[src/rtl/calc_pkg.sv]
`default_nettype none
// ============================================================================
// Module   : calc_pkg
// Purpose  : Shared widths and sequencer state encoding for the calculator.
// Revision : 1.0 - initial release
// ============================================================================
package calc_pkg;

  localparam int DATA_W_DEF = 32;
  localparam int SEL_N_DEF  = 16;
  localparam int OP_W_DEF   = $clog2(SEL_N_DEF);

  localparam logic [1:0] ST_IDLE   = 2'd0;
  localparam logic [1:0] ST_SETTLE = 2'd1;
  localparam logic [1:0] ST_RESP   = 2'd2;

  typedef enum logic [1:0] {
    IDLE   = ST_IDLE,
    SETTLE = ST_SETTLE,
    RESP   = ST_RESP
  } seq_state_t;

endpackage
`default_nettype wire

[src/rtl/onehot_encoder.sv]
`default_nettype none
// ============================================================================
// Module   : onehot_encoder
// Purpose  : Combinational op -> (1 << op); all-zero for an out-of-range op.
// Revision : 1.0 - initial release
// ============================================================================
module onehot_encoder
  import calc_pkg::*;
#(
  parameter int SEL_N = SEL_N_DEF,
  parameter int OP_W  = $clog2(SEL_N)
) (
  input  logic [OP_W-1:0]  op,
  output logic [SEL_N-1:0] hot
);

  localparam logic [OP_W:0] SEL_LIM = (OP_W+1)'(SEL_N);

  always_comb begin
    hot = '0;
    if ({1'b0, op} < SEL_LIM) begin
      hot[op] = 1'b1;
    end
  end

endmodule
`default_nettype wire

[src/rtl/opcode_select_sequencer.sv]
`default_nettype none
// ============================================================================
// Module   : opcode_select_sequencer
// Purpose  : Drives the one-hot result-mux select for a command opcode, waits
//            SETTLE_CYCLES, captures muxout and hands it downstream.
//            Optional STATUS_FLAGS_EN adds registered res_zero / res_neg.
// Revision : 1.0 - initial release
// ============================================================================
module opcode_select_sequencer
  import calc_pkg::*;
#(
  parameter  int DATA_W        = DATA_W_DEF,
  parameter  int SEL_N         = SEL_N_DEF,
  parameter  int SETTLE_CYCLES = 2,
  localparam int OP_W          = $clog2(SEL_N)
) (
  input  logic              clk,
  input  logic              rst_n,
  input  logic              cmd_valid,
  output logic              cmd_ready,
  input  logic [OP_W-1:0]   cmd_op,
  output logic [SEL_N-1:0]  hotselect,
  input  logic [DATA_W-1:0] muxout,
  output logic              res_valid,
  input  logic              res_ready,
  output logic [DATA_W-1:0] res_data,
  output logic [OP_W-1:0]   res_op,
`ifdef STATUS_FLAGS_EN
  output logic              res_zero,
  output logic              res_neg,
`endif
  output logic              busy
);

  localparam int              CNT_W    = 4;
  localparam logic [CNT_W-1:0] CNT_LOAD = CNT_W'(SETTLE_CYCLES - 1);

  seq_state_t        r_state;
  logic [CNT_W-1:0]  r_cnt;
  logic [SEL_N-1:0]  r_hot;
  logic [OP_W-1:0]   r_op;
  logic [DATA_W-1:0] r_data;

  logic [SEL_N-1:0]  w_hot;
  logic [DATA_W-1:0] w_capture;
  logic              w_capture_en;

  onehot_encoder #(
    .SEL_N (SEL_N),
    .OP_W  (OP_W)
  ) u_enc (
    .op  (cmd_op),
    .hot (w_hot)
  );

  // An out-of-range op leaves the select at zero, so the captured value is forced to 0.
  assign w_capture    = (r_hot != '0) ? muxout : '0;
  assign w_capture_en = (r_state == SETTLE) && (r_cnt == '0);

  always_ff @(posedge clk or negedge rst_n) begin
    if (!rst_n) begin
      r_state <= IDLE;
      r_cnt   <= '0;
      r_hot   <= '0;
      r_op    <= '0;
      r_data  <= '0;
    end else begin
      case (r_state)
        IDLE: begin
          if (cmd_valid) begin
            r_state <= SETTLE;
            r_cnt   <= CNT_LOAD;
            r_op    <= cmd_op;
            r_hot   <= w_hot;
          end
        end
        SETTLE: begin
          if (w_capture_en) begin
            r_state <= RESP;
            r_data  <= w_capture;
            r_hot   <= '0;
          end else begin
            r_cnt <= r_cnt - 1'b1;
          end
        end
        RESP: begin
          if (res_ready) begin
            r_state <= IDLE;
          end
        end
        default: begin
          r_state <= IDLE;
          r_hot   <= '0;
        end
      endcase
    end
  end

`ifdef STATUS_FLAGS_EN
  logic r_zero;
  logic r_neg;

  always_ff @(posedge clk or negedge rst_n) begin
    if (!rst_n) begin
      r_zero <= 1'b0;
      r_neg  <= 1'b0;
    end else if (w_capture_en) begin
      r_zero <= (w_capture == '0);
      r_neg  <= w_capture[DATA_W-1];
    end
  end

  assign res_zero = r_zero;
  assign res_neg  = r_neg;
`endif

  assign cmd_ready = (r_state == IDLE);
  assign busy      = (r_state != IDLE);
  assign res_valid = (r_state == RESP);
  assign hotselect = r_hot;
  assign res_data  = r_data;
  assign res_op    = r_op;

endmodule
`default_nettype wire

[config.mk]
export PLATFORM = sky130hd
export DESIGN_NAME = opcode_select_sequencer
export DESIGN_NICKNAME = d
export VERILOG_FILES = /design/src/rtl/calc_pkg.sv /design/src/rtl/onehot_encoder.sv /design/src/rtl/opcode_select_sequencer.sv
export SDC_FILE = /design/constraint.sdc
export NUM_CORES = 1
export LEC_CHECK = 0
export ABC_AREA = 1
export CAP_MARGIN = 5
export CORE_MARGIN = 5
export CORE_UTILIZATION = 35
export CTS_CLUSTER_SIZE = 30
export DETAILED_ROUTE_END_ITERATION = 10
export MAX_ROUTING_LAYER = met4
export PLACE_DENSITY = 0.74
export SYNTH_ARGS = -nofsm -noshare
export SYNTH_HDL_FRONTEND = slang
export SYNTH_SLANG_ARGS = --single-unit
[constraint.sdc]
create_clock -name clk -period 1.3 [get_ports clk]
set_input_delay 0.39 -clock clk [delete_from_list [all_inputs] [get_ports clk]]
set_output_delay 0.39 -clock clk [all_outputs]
set_load 0.01 [all_outputs]
==> flow_summary.json, run 1 <==
{
  "outcome": "finished, violations left",
  "violations": "negative setup slack",
  "vias": 2818,
  "ys_ff_latch": 58,
  "finalMaxSlewViolations": 0,
  "post_drt_wl_per_cell_um": 13.52,
  "synth-main-ff-cell": "dfrtp_1",
  "p_per_area_nw_per_um2": 2191,
  "die_area_um2": 9567,
  "drc": 0,
  "cts_sinks": 58,
  "fin_skew_ns": 0.007077,
  "p_comb_share_pct": 56.7,
  "tritoncts": "done",
  "hold_class": "in -> async",
  "start_kind": "flop",
  "cp_max_fo": 4,
  "areaGrowthSynthToFinish_pct": 64.07,
  "clkLatencyLatePin_ns": 0.33,
  "coreArea_um2": 7607,
  "holdBufCountCts": 0,
  "yosys-top-cells-count": "nand2_1 (148), nor2_1 (63), dfrtp_1 (58), inv_1 (47), nand3_1 (14)",
  "place_ws_ns": -0.3800,
  "place_hpwl_um": 5094,
  "cts_buffers": 9,
  "antenna_found_initial": 0,
  "worstSetupPathType": "reg -> out",
  "max-slew-margin-rel_pct": 79.42,
  "layout_setup_ws_ns": -0.2188,
  "setup_violations": 54,
  "max_stage_delay_ns": 0.41,
  "arrival_ns": 1.13,
  "finalNetCount": 553,
  "p_seq_share_pct": 26.8,
  "syn_nets": 406,
  "htree_levels": 3,
  "wl_um": 8344,
  "synth_edf_count": 0,
  "synth_most_common_cell": "nand2_1",
  "drt-initial-drc-count": 114,
  "io_pins": 95,
  "drive_gt1_share_pct": 35.53,
  "antenna_left": 0,
  "cp.required_ns": 0.91,
  "syn-cell-area_um2": 2699,
  "regArea_um2": 1451,
  "viasPerCell": 4.567,
  "p_int_mw": 5.754,
  "die_h_um": 97.81,
  "firstDrtPassIters": 4,
  "yosysTopAreaCell": "dfrtp_1",
  "port_buffers": 94,
  "ys_types": 17,
  "multi_input_area_um2": 1227,
  "vdd_drop_max_mv": 1.338,
  "finalPower_mw": 9.703,
  "ys_seq_area_share_pct": 53.78,
  "first_global_vias": 2915,
  "clkTransAtPathRegs_ns": 0.07,
  "period_share_pct": 116.8,
  "power.switching_mw": 3.948,
  "hold_viol": 0,
  "maxCapViolations": 0,
  "fin_setup_tns_ns": -5.792,
  "critPathCaptureType": "primary output",
  "slowest_stage": "dfrtp_1",
  "final_area_um2": 4428,
  "crit_chain": "nor2_1 > buf_4 > inv_2 > buf_6",
  "diodes": 0,
  "place_congestion": 0.9389,
  "yosys_warnings": 0,
  "synth.avg_cell_area_um2": 7.414,
  "grt_max_degree": 59,
  "clock.fmax_mhz": 658.4,
  "synth_area_leaders": "dfrtp_1 (54%), nand2_1 (21%), nor2_1 (8.8%)",
  "die_x_um": 97.81,
  "syn_inst": 364,
  "start_util_pct": 35.48,
  "grt_remaining_overflow": 0,
  "period_minus_slack_ns": 1.519,
  "clockBufferDepth": 2,
  "synth_top_area_share_pct": 53.78,
  "p_clk_share_pct": 16.4,
  "grt_usage_pct": 18.11,
  "rows": 32,
  "p_leak_nw": 2.485,
  "cts-root-buf": "clkbuf_8",
  "dpl_cell_area_um2": 3993,
  "worstMarginPinSlew_ns": 0.3087,
  "synthArstFlopShare_pct": 100.0,
  "n_fill_cell": 699,
  "rsz0062_at_grt": "yes",
  "grt_pass1_wl_um": 13730,
  "switching_share_pct": 40.69
}
==> cells by family after synthesis <==
logic type,Yosys count,synth area share (%)
adders and majority gates,2,0.9271
AOI/OAI and AO/OA,15,2.921
DFF,58,53.78
buffers and inverters,61,9.457
xor gates and xnor gates,1,0.3246
and+or+nand+nor,227,32.59
==> sequential cells by signal (all words and copies together) (netlist names) <==
name / flops
res_data: 32
hotselect: 16
r_cnt: 4
res_op: 4
r_state: 2
==> placed cells by master (no fill, tap or decap), types with 3 or more instances in the layout <==
master,synthesis,routed
nand2_1,148,134
dfrtp_1,58,58
buf_2,6,56
inv_1,47,44
clkdlybuf4s50_1,0,38
buf_4,1,33
nor2_1,63,30
nor2_2,0,26
buf_6,2,12
nand2_2,1,11
nand3_1,14,11
clkbuf_8,0,10
nor2_4,1,8
o21ai_0,13,6
o21ai_1,0,6
buf_12,0,5
inv_2,1,3
==> through the flow <==
step	hold WS (ns)	util [%]	std cells
after floorplan	0.09441	-	364
after global placement	0.4144	52.48	582
after detailed placement	0.4201	52.48	582
after CTS	0.05110	56.17	615
after global routing	0.06331	58.21	617
final	0.04814	58.21	617
==> timing repair <==
item                       4_1_cts  5_1_grt
cloned                           6        1
gates resized for setup        273       46
setup endpoints to repair      101       66
setup buffers                   13        3
pin swaps                        6        5
==> layout make-up <==
type	count	share of cell area [%]
timing repair buffer	149	28.31
tap	102	2.882
clock inverter	3	0.9042
inverter	48	4.125
sequential	58	32.78
multi-input combinational	245	27.72
clock buffer	12	3.278
==> per-layer routing <==
| metal | vias to the layer above | GRT usage, % | wire length (um) |
|---|---|---|---|
| met4 | 0 | 7.881 | 238 |
| met3 | 21 | 4.071 | 438 |
| met5 | - | - | 0 |
| met2 | 108 | 28.89 | 4095 |
| met1 | 1319 | 22.11 | 3572 |
| li1 | 1370 | - | - |
==> worst max-delay path: cells and delay by family (launching register included) <==
family        cells  cell delay [ns]
simple gates      1             0.11
flops             1             0.41
buf+inv           3             0.29
==> power groups by stage <==
stage               Sequential [mW]  Clock (mW)  Combinational [mW]
floorplan                      2.80           0                1.98
global placement               2.60           0                4.29
detailed placement             2.61           0                4.38
CTS                            2.57        1.63                5.12
global route                   2.66        1.71                6.01
finish                         2.60        1.60                5.50
==> worst paths after layout <==
check,startpoint,slack (ns),depth (start not counted),to
max in group asynchronous,rst_n,0.99,2,res_data[15]$_DFFE_PN0P_
min in group clk,res_data[7]$_DFFE_PN0P_,0.47,2,res_data[7]$_DFFE_PN0P_
min,rst_n,0.05,2,hotselect[15]$_DFFE_PN0P_
max reg2reg,r_state[1]$_DFFE_PN0P_,-0.16,8,res_data[31]$_DFFE_PN0P_
min reg2reg,res_data[7]$_DFFE_PN0P_,0.47,2,res_data[7]$_DFFE_PN0P_
max,r_state[0]$_DFFE_PN0P_,-0.22,4,busy
(Power assumes the default switching activity.)
==> run 2: changes to the inputs <==
Settings changed: SKIP_LAST_GASP set to 1.
==> flow_summary.json, run 2 (synthesis gave the netlist of run 1 again) <==
{
  "grt_remaining_overflow": 0,
  "rsz0062_at_grt": "yes",
  "max-slew-margin-rel_pct": 79.56,
  "holdBufCountCts": 0,
  "top_usage_layer": "met2",
  "arrival_ns": 1.13,
  "die_area_um2": 9567,
  "p_leak_nw": 2.483,
  "outcome": "finished, violations left",
  "clock.fmax_mhz": 658.4,
  "r2r_cells": 8,
  "antenna_found_initial": 0,
  "vdd_drop_max_mv": 1.336,
  "n_fill_cell": 716,
  "areaGrowthSynthToFinish_pct": 62.03,
  "grt_util_met2_pct": 28.47,
  "critPathCaptureType": "primary output",
  "cp.required_ns": 0.91,
  "wl_um": 8111,
  "port_buffers": 94,
  "place_congestion": 0.9389,
  "period_share_pct": 116.8,
  "diodes": 0,
  "finalPower_mw": 9.511,
  "firstDrtPassIters": 5,
  "cts-root-buf": "clkbuf_8",
  "final-instance-count-excl-fill": 617,
  "p_per_area_nw_per_um2": 2175,
  "grt_usage_pct": 17.77,
  "r2r_setup_slack_ns": -0.15,
  "die_x_um": 97.81,
  "met1_usage_pct": 21.84,
  "vias": 2786,
  "worstMarginPinSlew_ns": 0.3067,
  "largest_reg_flops": 32,
  "crit_start": "r_state[0]$_DFFE_PN0P_",
  "drc": 0,
  "finalMaxSlewViolations": 0,
  "cts_sinks": 58,
  "crit_end": "busy",
  "period_minus_slack_ns": 1.519,
  "coreArea_um2": 7607,
  "finalNetCount": 553,
  "viasPerCell": 4.515,
  "layout_common_cells": "nand2_1 (135), dfrtp_1 (58), buf_2 (56), inv_1 (44), clkdlybuf4s50_1 (38)",
  "setup_violations": 55,
  "cp_max_fo": 4,
  "layout_commonest_cell": "nand2_1",
  "rr_startpoint": "r_state[1]$_DFFE_PN0P_",
  "tritoncts": "done",
  "htree_levels": 3,
  "layout_setup_ws_ns": -0.2187,
  "drt-initial-drc-count": 75,
  "place_ws_ns": -0.3800,
  "place_hpwl_um": 5094,
  "drive_gt1_share_pct": 33.79,
  "maxCapViolations": 0,
  "io_pins": 95,
  "start_util_pct": 35.48,
  "worstSetupPathType": "reg -> out",
  "placedCellCount": 582,
  "clockBufferDepth": 2,
  "grt_pass1_wl_um": 13500,
  "die_h_um": 97.81,
  "fin_skew_ns": 0.006943,
  "post_drt_wl_per_cell_um": 13.15,
  "hold_class": "in -> async",
  "hold_viol": 0,
  "rows": 32,
  "start_kind": "flop",
  "clkLatencyLatePin_ns": 0.33,
  "violations": "negative setup slack",
  "clkTransAtPathRegs_ns": 0.07,
  "grt_max_degree": 59,
  "first_global_vias": 2870,
  "antenna_left": 0,
  "cts_buffers": 9,
  "met3_usage_pct": 4.000,
  "timing.rr.end": "res_data[2]$_DFFE_PN0P_"
}
run 2: cell types whose count changed in the layout (fill, tap and decap cells not counted), moves of 2 or more:
cell     change
nor2_1       +7
nor2_4       -2
nand2_8      -2
nor2_2       -5
o21ai_1      +2
nand2_4      +2
run 2: cell type report:
type                    instances  area [um2]  share of cell area [%]
flip-flops and latches         58        1451                   33.19
repair buffers                149        1250                   28.58
clock inverters                 3       40.04                  0.9156
inverters                      48       182.7                   4.177
multi-input cells             245        1176                   26.90
well taps                     102       127.6                   2.918
clock buffers                  12       145.1                   3.319
run 2: metrics by stage:
step	setup TNS, ns	hold WS [ns]	utilization [%]	instance area (um2)
floorplan	0	0.09441	-	2701
global placement	-6.690	0.4144	52.48	3993
detailed placement	-7.740	0.4201	52.48	3993
CTS	-7.862	0.05110	55.43	4217
global route	-11.05	0.06323	57.48	4373
finish	-5.146	0.04865	57.48	4373
run 2: worst min-delay path by stage:
stage                                            to  slack (ns)  depth (start not counted)
after global routing      hotselect[14]$_DFFE_PN0P_        0.06                          2
after detailed placement  hotselect[14]$_DFFE_PN0P_        0.42                          2
after global placement    hotselect[14]$_DFFE_PN0P_        0.41                          2
final                     hotselect[15]$_DFFE_PN0P_        0.05                          2
after floorplan            hotselect[0]$_DFFE_PN0P_        0.09                          0
after CTS                 hotselect[14]$_DFFE_PN0P_        0.05                          2
run 2: repair_timing:
item,in CTS,in global routing
endpoints found under the setup margin,101,67
resized for setup,254,52
pin swaps,6,5
gates cloned,6,1
setup buffers,13,3
run 2: power by group:
group          switching [mW]  internal [mW]  total [mW]
sequential              0.299           2.31        2.61
combinational            2.85           2.46        5.31
clock                   0.672          0.921        1.59
run 2: critical path, cell delays in order, from the launching register on:
cell and delay (ns):
dfrtp_1 0.40, nor2_1 0.11, buf_4 0.14, inv_2 0.04, buf_6 0.11
run 2: metal layers:
metal  share of wire, %  vias up
met5                  0        -
met4                2.6        0
met3                5.3       18
met2                 48      103
met1                 44     1294
li1                   -     1371
==> run 3: changes to the inputs <==
Settings changed: PLACE_DENSITY 0.74 to 0.72.
Clock period 1.3 ns to 1.55 ns, I/O delays scaled along.
==> flow_summary.json, run 3 (synthesis gave the netlist of run 1 again) <==
{
  "clkLatencyLatePin_ns": 0.32,
  "fin_skew_ns": 0.007175,
  "coreArea_um2": 7607,
  "rsz0062_at_grt": "yes",
  "holdWs_ns": 0.1305,
  "critPathTopFamily": "flip-flops",
  "io_pins": 95,
  "wl_met1_um": 3165,
  "crit_chain": "buf_6 > nor2_4 > buf_6",
  "die_area_um2": 9567,
  "cts_buffers": 9,
  "clkTransAtPathRegs_ns": 0.06,
  "grt_pass1_wl_um": 11650,
  "multi_input_area_um2": 1027,
  "antenna_found_initial": 0,
  "top_layer": "met4",
  "drc": 0,
  "hold_class": "in -> async",
  "areaGrowthSynthToFinish_pct": 50.30,
  "place_congestion": 0.9063,
  "cp.required_ns": 1.08,
  "layout_common_cells": "nand2_1 (147), nor2_1 (60), dfrtp_1 (58), dlygate4sd2_1 (49), inv_1 (45)",
  "grt_usage_pct": 15.14,
  "layout_commonest_cell": "nand2_1",
  "holdBufCountCts": 0,
  "r2r_cells": 9,
  "finalPower_mw": 6.772,
  "met2_wirelength_um": 3182,
  "clock.fmax_mhz": 650.4,
  "cp_max_fo": 2,
  "r2r_setup_slack_ns": 0.08,
  "die_x_um": 97.81,
  "p_leak_nw": 2.358,
  "finalNetCount": 517,
  "viasPerCell": 4.357,
  "p_per_area_nw_per_um2": 1669,
  "outcome": "finished, final reports clean",
  "regArea_um2": 1451,
  "rows": 32,
  "max-slew-margin-rel_pct": 78.67,
  "arrival_ns": 1.07,
  "drt-initial-drc-count": 84,
  "cts-root-buf": "clkbuf_8",
  "n_fill_cell": 738,
  "largest_reg_flops": 32,
  "wl_met3_um": 445,
  "tritoncts": "done",
  "period_minus_slack_ns": 1.537,
  "firstDrtPassIters": 4,
  "worstMarginPinSlew_ns": 0.3199,
  "timing.rr.end": "res_data[1]$_DFFE_PN0P_",
  "place_hpwl_um": 4946,
  "htree_levels": 3,
  "slowest_stage": "dfrtp_1",
  "start_kind": "flop",
  "vias": 2536,
  "period_share_pct": 99.19,
  "setup_violations": 0,
  "cts_sinks": 58,
  "cp.buffers_inverters": 2,
  "grt_max_degree": 59,
  "first_global_vias": 2541,
  "grt_remaining_overflow": 0,
  "hold_viol": 0,
  "vdd_drop_max_mv": 0.8070,
  "die_h_um": 97.81,
  "worstSetupPathType": "reg -> out",
  "finalMaxSlewViolations": 0,
  "maxCapViolations": 0,
  "antenna_left": 0,
  "start_util_pct": 35.48,
  "cpMostUsedCell": "buf_6",
  "wl_um": 6878,
  "diodes": 0,
  "clockBufferDepth": 2,
  "fin_setup_tns_ns": 0,
  "rr_startpoint": "r_state[0]$_DFFE_PN0P_",
  "max_stage_delay_ns": 0.42,
  "port_buffers": 94,
  "critPathCaptureType": "primary output",
  "drive_gt1_share_pct": 9.792,
  "post_drt_wl_per_cell_um": 11.82
}
## run 3: changes by cell type in the layout (fill, tap and decap cells not counted), sizes merged
cell and delta:
clkbuf +3, dlygate4sd2 +49, clkinv -1, buf -89, clkdlybuf4s15 +3
## run 3: worst max-delay path by stage
stage                                      start                  endpoint  slack (ns)  cells after the start
after floorplan           r_state[1]$_DFFE_PN0P_                      busy        0.14                      3
after global placement                 cmd_valid  hotselect[6]$_DFFE_PN0P_       -0.15                      7
after detailed placement               cmd_valid  hotselect[7]$_DFFE_PN0P_       -0.21                      7
after CTS                 r_state[1]$_DFFE_PN0P_                 cmd_ready       -0.10                      2
after global routing      r_state[0]$_DFFE_PN0P_   res_data[1]$_DFFE_PN0P_       -0.09                      9
final                     r_state[0]$_DFFE_PN0P_                 res_valid        0.01                      3
## run 3: timing repair
item                       in CTS  in global routing
cloned                          0                  1
setup endpoints to repair      55                 54
resized for setup              68                 15
setup buffers                   1                  2
pin swaps                       2                  4
## run 3: power breakdown
group / switching (mW) / total (mW) / internal [mW]
Combinational: 1.91 / 3.22 / 1.30
Sequential: 0.255 / 2.19 / 1.94
Clock: 0.535 / 1.36 / 0.830
## run 3: routing by layer
layer	track usage [%]	up-vias
met5	-	-
met4	6.070	0
met3	4.571	9
met2	23.19	86
met1	18.77	1140
li1	-	1301
## run 3: final cells by class
class,instances,area share (%)
clock buffer,14,4.010
timing repair buffer,113,26.37
sequential,58,35.78
tap,102,3.146
multi-input combinational,245,25.32
inverter,48,4.503
clock inverter,2,0.8637
## run 3: stage by stage
stage,setup WS (ns),std cells,cell area (um2),util [%]
global route,-0.08688,582,4056,53.32
floorplan,0.1429,364,2699,-
detailed placement,-0.2054,562,3830,50.35
global placement,-0.1469,562,3830,50.35
CTS,-0.1009,579,3984,52.37
finish,0.01258,582,4056,53.32
